==> src/rtl/demux2_if.sv <==
// Link bundle between the time-multiplexed sender side and the demux2 receiver.
// state_dbg exposes the receiver FSM state so checkers can bind to it.
interface demux2_if;
  logic [3:0] din;
  logic       sel_in;
  logic [3:0] dout0;
  logic [3:0] dout1;
  logic       upd0;
  logic       upd1;
  logic       link_ok;
  logic       glitch;
  logic [7:0] glitch_cnt;
  logic [1:0] state_dbg;

  modport master (
    output din, sel_in,
    input  dout0, dout1, upd0, upd1, link_ok, glitch, glitch_cnt, state_dbg
  );

  modport slave (
    input  din, sel_in,
    output dout0, dout1, upd0, upd1, link_ok, glitch, glitch_cnt, state_dbg
  );
endinterface

==> src/rtl/demux2.sv <==
// Receive side of the 4-bit time-multiplexed link: synchronises the phase line,
// waits for the bus to settle, captures per phase, flags glitches, watches for a dead link.
module demux2 #(
  parameter int SETTLE = 4,
  parameter int TW     = 26
) (
  input  logic      clk,
  input  logic      rstn,
  demux2_if.slave   bus
);

  typedef enum logic [1:0] {
    ST_IDLE   = 2'd0,
    ST_SETTLE = 2'd1,
    ST_HOLD   = 2'd2
  } state_t;

  localparam logic [7:0]    SETTLE_M1 = 8'(SETTLE - 1);
  localparam logic [TW-1:0] WD_ONE    = TW'(1);
  localparam logic [TW-1:0] WD_MAX    = '1;
  localparam logic [TW-1:0] WD_NEAR   = WD_MAX - WD_ONE;

  logic          r_s1, r_s2, r_s3;
  state_t        r_state;
  logic [7:0]    r_cnt;
  logic          r_phase;
  logic [TW-1:0] r_wd;
  logic [3:0]    r_dout0, r_dout1;
  logic          r_upd0, r_upd1;
  logic          r_link;
  logic          r_glitch;
  logic [7:0]    r_gcnt;

  state_t        w_state_next;
  logic [7:0]    w_cnt_next;
  logic          w_phase_next;
  logic          w_link_next;
  logic          w_cap0, w_cap1;
  logic          w_glitch;
  logic          w_edge;
  logic          w_wd_expire;
  logic [3:0]    w_cur;

  assign w_edge      = r_s2 ^ r_s3;
  assign w_wd_expire = !w_edge && (r_wd == WD_NEAR);
  assign w_cur       = r_phase ? r_dout1 : r_dout0;

  // Priority: phase edge, then watchdog expiry, then the normal state action.
  always_comb begin
    w_state_next = r_state;
    w_cnt_next   = r_cnt;
    w_phase_next = r_phase;
    w_link_next  = r_link;
    w_cap0       = 1'b0;
    w_cap1       = 1'b0;
    w_glitch     = 1'b0;
    if (w_edge) begin
      w_state_next = ST_SETTLE;
      w_cnt_next   = SETTLE_M1;
      w_phase_next = r_s2;
    end else if (w_wd_expire) begin
      w_state_next = ST_IDLE;
      w_link_next  = 1'b0;
    end else begin
      case (r_state)
        ST_IDLE: ;
        ST_SETTLE: begin
          if (r_cnt == 8'd0) begin
            w_cap0       = !r_phase;
            w_cap1       = r_phase;
            w_link_next  = 1'b1;
            w_state_next = ST_HOLD;
          end else begin
            w_cnt_next = r_cnt - 8'd1;
          end
        end
        ST_HOLD: w_glitch = (bus.din != w_cur);
        default: w_state_next = ST_IDLE;
      endcase
    end
  end

  always_ff @(posedge clk or negedge rstn) begin
    if (!rstn) begin
      r_s1     <= 1'b0;
      r_s2     <= 1'b0;
      r_s3     <= 1'b0;
      r_state  <= ST_IDLE;
      r_cnt    <= 8'd0;
      r_phase  <= 1'b0;
      r_wd     <= '0;
      r_dout0  <= 4'd0;
      r_dout1  <= 4'd0;
      r_upd0   <= 1'b0;
      r_upd1   <= 1'b0;
      r_link   <= 1'b0;
      r_glitch <= 1'b0;
      r_gcnt   <= 8'd0;
    end else begin
      r_s1     <= bus.sel_in;
      r_s2     <= r_s1;
      r_s3     <= r_s2;
      r_state  <= w_state_next;
      r_cnt    <= w_cnt_next;
      r_phase  <= w_phase_next;
      r_link   <= w_link_next;
      r_upd0   <= w_cap0;
      r_upd1   <= w_cap1;
      r_glitch <= w_glitch;
      if (w_cap0) r_dout0 <= bus.din;
      if (w_cap1) r_dout1 <= bus.din;
      if (w_glitch && (r_gcnt != 8'hFF)) r_gcnt <= r_gcnt + 8'd1;
      if (w_edge) r_wd <= '0;
      else if (r_wd != WD_MAX) r_wd <= r_wd + WD_ONE;
    end
  end

  assign bus.dout0      = r_dout0;
  assign bus.dout1      = r_dout1;
  assign bus.upd0       = r_upd0;
  assign bus.upd1       = r_upd1;
  assign bus.link_ok    = r_link;
  assign bus.glitch     = r_glitch;
  assign bus.glitch_cnt = r_gcnt;
  assign bus.state_dbg  = r_state;

endmodule

==> src/flat_wrapper.sv <==
// flat-port wrapper written by rule: the top's interface ports become plain ports
module demux2_flat 
#(
  parameter int SETTLE = 4,
  parameter int TW     = 26
)
  (clk, rstn, bus_din, bus_sel_in, bus_dout0, bus_dout1, bus_upd0, bus_upd1, bus_link_ok, bus_glitch, bus_glitch_cnt, bus_state_dbg);
  demux2_if bus_i ();
  input  logic clk;
  input  logic rstn;
  input wire logic [$bits(bus_i.din)-1:0] bus_din;
  input wire logic [$bits(bus_i.sel_in)-1:0] bus_sel_in;
  output wire logic [$bits(bus_i.dout0)-1:0] bus_dout0;
  output wire logic [$bits(bus_i.dout1)-1:0] bus_dout1;
  output wire logic [$bits(bus_i.upd0)-1:0] bus_upd0;
  output wire logic [$bits(bus_i.upd1)-1:0] bus_upd1;
  output wire logic [$bits(bus_i.link_ok)-1:0] bus_link_ok;
  output wire logic [$bits(bus_i.glitch)-1:0] bus_glitch;
  output wire logic [$bits(bus_i.glitch_cnt)-1:0] bus_glitch_cnt;
  output wire logic [$bits(bus_i.state_dbg)-1:0] bus_state_dbg;
  assign bus_i.din = bus_din;
  assign bus_i.sel_in = bus_sel_in;
  assign bus_dout0 = bus_i.dout0;
  assign bus_dout1 = bus_i.dout1;
  assign bus_upd0 = bus_i.upd0;
  assign bus_upd1 = bus_i.upd1;
  assign bus_link_ok = bus_i.link_ok;
  assign bus_glitch = bus_i.glitch;
  assign bus_glitch_cnt = bus_i.glitch_cnt;
  assign bus_state_dbg = bus_i.state_dbg;
  demux2 #(.SETTLE(SETTLE), .TW(TW)) u_core (.clk(clk), .rstn(rstn), .bus(bus_i));
endmodule
==> config.mk <==
export PLATFORM = sky130hd
export DESIGN_NAME = demux2_flat
export DESIGN_NICKNAME = d
export VERILOG_FILES = /design/src/rtl/demux2_if.sv /design/src/rtl/demux2.sv /design/src/flat_wrapper.sv
export SDC_FILE = /design/constraint.sdc
export NUM_CORES = 1
export LEC_CHECK = 0
export BUFFER_PORTS_ARGS = -buffer_cell sky130_fd_sc_hd__buf_2
export CAP_MARGIN = 20
export CORE_ASPECT_RATIO = 1.25
export CORE_MARGIN = 5
export CORE_UTILIZATION = 40
export CTS_CLUSTER_DIAMETER = 200
export DETAILED_ROUTE_END_ITERATION = 12
export SLEW_MARGIN = 20
export SYNTH_ARGS = -nofsm -noshare
export SYNTH_HDL_FRONTEND = slang
export SYNTH_SLANG_ARGS = --single-unit
export TNS_END_PERCENT = 5
==> constraint.sdc <==
create_clock -name clk -period 2 [get_ports clk]
set_input_delay 0.3 -clock clk [delete_from_list [all_inputs] [get_ports clk]]
set_output_delay 0.3 -clock clk [all_outputs]
set_load 0.03 [all_outputs]
==> flow_summary_export.csv <==
group,metric,value,unit
synthesis,async_flop_share,1.000,
synthesis,syn_area_per_cell,10.88,sq um
grt,grt.total_usage,0.1547,
detailed_routing,dr.pass1.iters,4,
detailed_routing,drc_errors,0,
detailed_routing,detail_route.vias_per_cell,5.317,
timing,rsz0062_at_grt,"yes",
synthesis,ys_seq_area_frac,0.4777,
clock_network,clkSlewWorstSetupHoldPaths,70,ps
critical_path,end_kind,"register",
critical_path,crit_chain,"buf_4 -> and4_1 -> nand3_1 -> a21o_2 -> or4_1 -> a21oi_1",
grt,antenna_found_initial,0,
cells_and_area,drive_gt1_frac,0.3279,
timing,tightestPinTransition,449.5,ps
floorplan,core_area,7747,sq um
timing,finalHoldViolCount,0,
synthesis,ys_ff_latch,60,
power,pwr-share-clk,0.312,
power,p_seq_frac,0.384,
floorplan,io_pins,29,
floorplan,die_area,9741,sq um
cells_and_area,antennaDiodeCount,0,
cells_and_area,nets,374,
placement,io_buffers,28,
detailed_routing,final_antenna_net_count,0,
timing,tns,0,ps
clock_network,cts_buffer_depth,2,
clock_network,cts.sinks,60,
synthesis,synth_edf_count,0,
detailed_routing,first_iter_violations,104,
synthesis,synthesis.area,3143,sq um
synthesis,synth.net_count,301,
timing,fin_ws,62.47,ps
synthesis,synth_warnings,0,
critical_path,startpoint_type,"register",
floorplan,die_h,109.1,microns
synthesis,synth_cell_types,58,
placement,gp_routability_congestion,0.7900,
clock_network,cts_tree,"built",
power,ir_worst_vdd,0.6367,mV
power,power,3.979,mW
detailed_routing,postRouteWirelength,6992,microns
floorplan,rows,36,
synthesis,synth_ff_type,"dfrtp_1",
detailed_routing,wl_per_cell,15.17,microns
clock_network,htree_levels,3,
timing,worst_clock_skew,10.75,ps
timing,max_freq,0.5161,GHz
critical_path,path_class,"reg2reg",
critical_path,cpPeakStageDelay,480,ps
grt,grt_max_degree,61,
power,intPower,2.670,mW
detailed_routing,vias,2451,
grt,grt_overflow,0,
hold_path,hold_path.class,"in2reg",
timing,finalWorstPathRequiredPeriod,1938,ps
critical_path,required,2260,ps
placement,pre_cts_ws,-56.24,ps
floorplan,die_w,89.29,microns
grt,grt_pass1_vias,2479,
clock_network,root_buffer,"clkbuf_8",
placement,dpl.hpwl,4789,microns
synthesis,synthCells,289,
timing,max-slew-margin-rel,0.6985,
critical_path,cp.arrival,2200,ps
clock_network,cts_buffers,9,
power,p_sw,1.310,mW
cells_and_area,areaGrowthSynthToFinish,27.55,%
timing,setup_violations,0,
floorplan,initial_core_util,0.4057,
power,leakage,1.790,nW
grt,grt_pass1_wl,11940,microns
placement,dp.cells,438,
timing,fin_crit_sh,0.9688,
power,power_per_cell_area,992.7,nW/um^2
cells_and_area,finalNonFillerCells,461,
clock_network,clkLatencyLatePin,330,ps
power,swShare,0.3291,
cells_and_area,post-route-util,0.5174,
critical_path,crit_slowest_cell,"or4_1",
run_status,status,"finished clean",
critical_path,path_max_fanout,9,
power,comb_power_share,0.304,
run,maxCapViolCount,0,
timing,final_max_slew_viol_count,0,
power groups by stage:
| stage | sequential [mW] | combinational [mW] | clock, mW |
|---|---|---|---|
| floorplan | 1.74 | 0.530 | 0 |
| global placement | 1.54 | 1.10 | 0 |
| detailed placement | 1.55 | 1.12 | 0 |
| global route | 1.55 | 1.32 | 1.33 |
| finish | 1.53 | 1.21 | 1.24 |
| CTS | 1.53 | 1.16 | 1.27 |
metrics by stage:
step                      cell area, sq um  hold WS, ps
after floorplan                       3143        4.409
after global placement                3633        332.1
after detailed placement              3633        335.8
after CTS                             3926        50.89
after global routing                  4009        48.86
final                                 4009        69.88
what timing repair did:
item	CTS	global route
endpoints found under the setup margin	8	23
pin swaps	3	9
resized for setup	2	14
hold buffers	1	0
setup buffers	5	2
endpoints found under the hold margin	60	0
registers in the layout, summed over array words and instances (netlist names), 2 cells and up:
| name | cells |
|---|---|
| u_core.bus.state_dbg | 2 |
| u_core.bus.dout0 | 4 |
| u_core.r_wd | 26 |
| u_core.r_cnt | 8 |
| u_core.bus.dout1 | 4 |
| u_core.bus.glitch_cnt | 8 |
routing by layer:
layer	global-route usage	wire length [microns]
met2	0.2518	3545
met5	0	0
met4	0.05426	48
met1	0.1985	3140
met3	0.03779	256
Yosys cell counts (4+ instances only):
cell type  instances  area (sq um)
dfrtp_1           60          1501
nor2_1            24         90.09
nand2_1           18         67.56
xnor2_1           18         157.7
a21oi_1           17         85.08
nand3_1           11         55.05
xor2_1            11         96.34
nand4_1            9         56.30
mux2_4             8         120.1
a31oi_1            7         43.79
o21ai_0            7         35.03
and4_1             6         52.55
nor3_1             6         30.03
or4_1              6         45.04
ha_1               5         62.56
or3_1              5         31.28
and3_1             4         25.02
clkbuf_1           4         15.01
inv_1              4         15.01
mux2i_1            4         40.04
nor4_1             4         25.02
placed cells by master (no fill, tap or decap), drive strengths merged, types with 2 or more instances in the layout:
master,n
a21oi,17
ha,5
or3,6
nand2,18
nor4,6
nand3,11
and3,5
and4,6
bufinv,2
dfrtp,60
a31oi,7
nand2b,2
nor3,10
clkbuf,11
or4,6
inv,5
xor2,11
xnor2,19
o31ai,3
mux2i,4
a211oi,3
o211ai,3
o21ai,9
buf,70
mux2,9
and2,2
nor2,25
nand4,11
final timing paths:
check                                                       end                       start  cells after the start  slack, ps
max in group asynchronous            u_core.r_phase$_DFFE_PN0N_                        rstn                      3       1200
hold reg to reg                           u_core.r_s2$_DFF_PN0_       u_core.r_s1$_DFF_PN0_                      0        350
setup reg to reg                    u_core.r_wd[19]$_DFFE_PN0P_  u_core.r_wd[0]$_DFFE_PN0P_                      6         60
hold / removal                            u_core.r_s1$_DFF_PN0_                  bus_sel_in                      1         70
setup / recovery                    u_core.r_wd[19]$_DFFE_PN0P_  u_core.r_wd[0]$_DFFE_PN0P_                      6         60
min in group asynchronous  u_core.bus.glitch_cnt[2]$_DFFE_PN0P_                        rstn                      3        530
final cells by class:
cell class,instances,area [sq um]
Fill cell,702,3739
Multi-Input combinational cell,215,1643
Sequential cell,60,1503
Timing Repair Buffer,71,501.7
Clock buffer,11,151.4
Tap cell,95,118.9
Clock inverter,4,72.57
Inverter,5,18.77
cells by family (layout without fill, tap and decap cells):
logic type | after synthesis | in the layout | synth area share
compound gates | 51 | 51 | 0.1067
xor+xnor | 30 | 30 | 0.08599
fa+ha+maj | 5 | 5 | 0.01990
buf+inv | 14 | 91 | 0.02229
flops | 60 | 60 | 0.4777
mux | 13 | 13 | 0.05454
simple gates | 116 | 116 | 0.2329
worst max-delay path: cells and delay by family (launching register included):
kind                   cells  cell delay, ps
buffers and inverters      1             140
DFF                        1             380
AOI/OAI and AO/OA          2             440
and+or+nand+nor            3             910
Power figures use the tool's default switching activity.
